$ cat src/rtl/sensor_pkg.sv
// Shared defaults and state encoding for the sensor scan scheduler.
package sensor_pkg;
    localparam int N_CH_DEF    = 4;
    localparam int DATA_W_DEF  = 8;
    localparam int REFRACT_DEF = 4;
    localparam int THRESH_DEF  = 128;

    typedef enum logic {
        IDLE = 1'b0,
        EMIT = 1'b1
    } state_t;
endpackage

$ cat src/rtl/sensor_scan_scheduler_rr_arbiter.sv
// Combinational round-robin arbiter: first requester at or after ptr wins.
module rr_arbiter #(
    parameter int N  = 4,
    parameter int PW = 2
) (
    input  logic [N-1:0]  req,
    input  logic [PW-1:0] ptr,
    output logic [N-1:0]  grant
);
    logic          found;
    int            idx;
    logic [PW-1:0] pos;

    always_comb begin
        grant = '0;
        found = 1'b0;
        idx   = 0;
        pos   = '0;
        for (int i = 0; i < N; i++) begin
            idx = (int'(ptr) + i) % N;
            pos = PW'(idx);
            if (!found && req[pos]) begin
                grant[pos] = 1'b1;
                found      = 1'b1;
            end
        end
    end
endmodule

$ cat src/rtl/sensor_scan_scheduler.sv
// Shares one spike encoder among N_CH sensors with per-channel
// thresholds and refractory periods.
module sensor_scan_scheduler
    import sensor_pkg::*;
#(
    parameter  int N_CH    = N_CH_DEF,
    parameter  int DATA_W  = DATA_W_DEF,
    parameter  int REFRACT = REFRACT_DEF,
    localparam int CH_W    = (N_CH > 1) ? $clog2(N_CH) : 1
) (
    input  logic                     clk,
    input  logic                     rst,
    input  logic [N_CH-1:0]          req_valid,
    input  logic [N_CH*DATA_W-1:0]   req_data,
    output logic [N_CH-1:0]          req_ready,
    input  logic                     cfg_we,
    input  logic [CH_W-1:0]          cfg_ch,
    input  logic [DATA_W-1:0]        cfg_thresh,
    output logic                     spike_valid,
    output logic [CH_W-1:0]          spike_ch,
    input  logic                     spike_ready,
    output logic [15:0]              spike_count,
    output logic                     busy
);
    state_t            state, next_state;
    logic [CH_W-1:0]   rr_ptr;
    logic [CH_W-1:0]   gidx;
    logic [N_CH-1:0]   grant;
    logic [DATA_W-1:0] gdata;
    logic [DATA_W-1:0] thresh   [N_CH];
    logic [3:0]        refr_cnt [N_CH];
    logic              xfer, fire, accept;

    rr_arbiter #(.N(N_CH), .PW(CH_W)) u_arb (
        .req   (req_valid),
        .ptr   (rr_ptr),
        .grant (grant)
    );

    assign req_ready   = (state == IDLE && !rst) ? grant : '0;
    assign busy        = (state == EMIT) && !rst;
    assign spike_valid = (state == EMIT);
    assign xfer        = |(req_valid & req_ready);
    assign gdata       = req_data[gidx*DATA_W +: DATA_W];

    always_comb begin
        gidx = '0;
        for (int i = 0; i < N_CH; i++) begin
            if (grant[i]) gidx = CH_W'(i);
        end
    end

    always_comb begin
        next_state = state;
        fire       = 1'b0;
        accept     = 1'b0;
        unique case (state)
            IDLE: begin
                if (xfer && gdata > thresh[gidx] && refr_cnt[gidx] == 4'd0) begin
                    fire       = 1'b1;
                    next_state = EMIT;
                end
            end
            EMIT: begin
                if (spike_ready) begin
                    accept     = 1'b1;
                    next_state = IDLE;
                end
            end
            default: next_state = IDLE;
        endcase
    end

    always_ff @(posedge clk or posedge rst) begin
        if (rst) state <= IDLE;
        else     state <= next_state;
    end

    always_ff @(posedge clk or posedge rst) begin
        if (rst) begin
            spike_ch    <= '0;
            rr_ptr      <= '0;
            spike_count <= '0;
        end else begin
            if (fire) spike_ch <= gidx;
            if (xfer) begin
                rr_ptr <= (gidx == CH_W'(N_CH - 1)) ? '0 : gidx + 1'b1;
            end
            if (accept && spike_count != 16'hFFFF) begin
                spike_count <= spike_count + 16'd1;
            end
        end
    end

    // The threshold compare above sees the pre-write value on a shared edge.
    always_ff @(posedge clk or posedge rst) begin
        if (rst) begin
            for (int i = 0; i < N_CH; i++) begin
                thresh[i]   <= DATA_W'(THRESH_DEF);
                refr_cnt[i] <= 4'd0;
            end
        end else begin
            for (int i = 0; i < N_CH; i++) begin
                if (fire && gidx == CH_W'(i)) refr_cnt[i] <= 4'(REFRACT);
                else if (refr_cnt[i] != 4'd0) refr_cnt[i] <= refr_cnt[i] - 4'd1;
            end
            if (cfg_we && int'(cfg_ch) < N_CH) thresh[cfg_ch] <= cfg_thresh;
        end
    end
endmodule

$ cat config.mk
export PLATFORM = sky130hd
export DESIGN_NAME = sensor_scan_scheduler
export DESIGN_NICKNAME = d
export VERILOG_FILES = /design/src/rtl/sensor_pkg.sv /design/src/rtl/sensor_scan_scheduler_rr_arbiter.sv /design/src/rtl/sensor_scan_scheduler.sv
export SDC_FILE = /design/constraint.sdc
export NUM_CORES = 1
export LEC_CHECK = 0
export ABC_AREA = 1
export CAP_MARGIN = 25
export CORE_MARGIN = 2
export CORE_UTILIZATION = 41
export DETAILED_ROUTE_END_ITERATION = 6
export PLACE_DENSITY = 0.71
export SYNTH_ARGS = -nofsm -noshare
export SYNTH_HDL_FRONTEND = slang
export SYNTH_SLANG_ARGS = --single-unit
export TNS_END_PERCENT = 1
$ cat constraint.sdc
create_clock -name clk -period 5.3 [get_ports clk]
set_input_delay 0.795 -clock clk [delete_from_list [all_inputs] [get_ports clk]]
set_output_delay 0.795 -clock clk [all_outputs]
set_load 0.1 [all_outputs]
==> results.toml, run 1 <==
[min_path]
hold_path.class = "reg2reg"
min_from = "thresh[10]"
hold_depth = 2
hold_end = "thresh[10]"

[timing]
fin_tns_setup_ns = 0
maxSlewHeadroom = 0.347
drv_slew = 0
worst_pin_slew_ns = 0.976
fin_crit_sh = 0.873
fin_crit_ns = 4.62
finalClockSkew_ns = 0.0156
layout_setup_ws_ns = 0.676
hold_viol_final = 0
setup_viol = 0
rsz0062_at_grt = "false"
fmax_ghz = 0.216

[die]
num_io_pins = 74
die_y_um = 108
row_count = 37
start_util = 0.424
die_area_sq_um = 11600
coreArea_sq_um = 10400
die_w_um = 108

[clocking]
cts_hold_buffers = 0
clk_latency_ns = 0.36
cts_sinks = 69
clk_pin_slew_worst_paths_ns = 0.08
cts_root_buffer = "clkbuf_8"
cts_buffers = 9
cts_resized = 0
clockBufferDepth = 2
cts_tree = "yes"
htree_levels = 3
post_cts.repair.setup_buffers = 0

[synth]
synth_nets = 630
synth_seq_area_share = 0.394
yosys_warnings = 0
yosysUniqueCellTypes = 34
syn_avg_cell_area_sq_um = 7.94
syn_inst = 554
synth_seq_cells = 69
synthFlopType = "dfrtp_1"
syn-cell-area_sq_um = 4400
synth-edff-count = 0
async_reset_ff_frac = 1.00

[worst_setup_path]
cp.required_ns = 5.53
ff2ff_setup_slack_ns = 0.68
reg2reg_to = "refr_cnt[6]"
cp-end-kind = "flop"
reg2reg_depth = 20
arrival_ns = 4.86
critPathKind = "reg2reg"
rr_startpoint = "rr_ptr[1]"
crit_start = "rr_ptr[1]"
worst-path-max-fanout = 33
startpoint_type = "flop"

[global_routing]
grt_pass1_vias = 3851
track_usage = 0.194
antenna_found_initial = 0
grt_max_degree = 54
overflow = 0
grt_pass1_wl_um = 18000

[drt]
first_pass_iters = 5
finalWirelength_um = 10700
vias_per_cell = 5.12
final_antenna_net_count = 0
vias = 3930
drt-initial-drc-count = 281
drc = 0
wire_per_inst_um = 13.9

[cells_and_area]
nets = 703
mostFrequentLayoutCell = "nand2_1"
fin_cells = 768
diodes = 0
area_growth_pct = 23.7
final_util = 0.524
final_cell_mix = "nand2_1, clkdlybuf4s50_1, inv_1"
drive_above_1_share = 0.101

[power]
power.total_w = 0.00390
power.density_nw_per_um2 = 716
p_leak_nw = 2.70
peakVddDrop_v = 0.000422

[placement]
post-dp-hpwl_um = 7960
dp_worst_setup_slack_ns = 0.408
place_congestion = 0.890
dp.cells = 752
portBuffers = 73

[run_status]
status = "complete, no violations"

[flow_run]
cap_violations = 0
[how the worst max path moves through the flow]
stage,to,cells past startpoint,slack [ns]
after floorplan,req_ready[1],12,1.46
after global placement,refr_cnt[10],19,0.56
after detailed placement,refr_cnt[6],19,0.41
after CTS,refr_cnt[6],20,0.71
after global routing,refr_cnt[8],21,0.25
final,refr_cnt[6],20,0.68
[layout make-up]
type,instances,area (sq um)
Fill cell,977,4930
Multi-Input combinational cell,397,2320
Sequential cell,69,1730
Timing Repair Buffer,74,731
Inverter,76,288
Tap cell,136,170
Clock buffer,9,124
Clock inverter,7,73.8
[layer usage]
| layer | track usage | part of all wire |
|---|---|---|
| met3 | 0.0345 | 0.059 |
| met2 | 0.314 | 0.47 |
| met4 | 0.0614 | 0.020 |
| met1 | 0.265 | 0.45 |
| met5 | 0 | 0 |
[report_power, final]
| group | internal (W) | switching (W) |
|---|---|---|
| combinational | 0.000929 | 0.00175 |
| clock | 0.000219 | 0.000217 |
| sequential | 0.000662 | 0.000116 |
| total | 0.00181 | 0.00209 |
[Yosys cell counts, drive strengths merged, types with 2 or more instances]
cell type  count  area (sq um)
clkbuf         6          22.5
or2            2          12.5
buf            6          35.0
nor2          33           186
o22ai          4          25.0
inv           75           284
xnor2         12           105
ha            26           325
dfstp          4           105
nand3         50           345
xor2          10          87.6
a21oi         21           105
nand4          4          25.0
a22o          12           105
o21ai         63           315
nand2        148           611
dfrtp         65          1630
nor3           7          35.0
[through the flow]
step | hold slack (ns) | area (sq um)
after global placement | 0.464 | 5240
after global routing | 0.523 | 5440
final | 0.495 | 5440
after CTS | 0.495 | 5440
after detailed placement | 0.479 | 5240
after floorplan | 0.448 | 4400
[state kept, by name, summed over array words and instances (netlist names)]
name,count
refr_cnt,16
rr_ptr,2
spike_ch,2
spike_count,16
spike_valid,1
thresh,32
[cells by family (layout without fill, tap and decap cells)]
group	Yosys count	count (layout)	share of synthesized area
simple gates	246	246	0.279
buf+inv	88	166	0.0785
fa+ha+maj	26	26	0.0740
xor+xnor	22	22	0.0438
compound gates	103	103	0.131
flops	69	69	0.394
[worst max-delay path, stage by stage (launching register included)]
cell	delay (ns)
dfrtp_1	0.52
inv_1	0.21
ha_1	0.39
inv_1	0.09
nand3_1	0.09
nand2_1	0.09
nand2_4	0.10
inv_2	0.06
nand3_2	0.07
nand2_1	0.09
nor2_4	0.30
nand2_1	0.11
nand2_2	0.46
nand2_1	0.10
a22o_1	0.23
ha_1	0.31
nand3_1	0.10
o41ai_1	0.84
nor2_8	0.15
nand3_4	0.12
o21ai_1	0.08
No activity file was read; power rests on OpenSTA's default activity.
==> run 2, diff against run 1 <==
Settings changed: GPL_ROUTABILITY_DRIVEN from default to 0, SETUP_SLACK_MARGIN from default to 0.02.
==> results of run 2 <==
No change in the layout: final DEF, timing and power equal those of run 1.
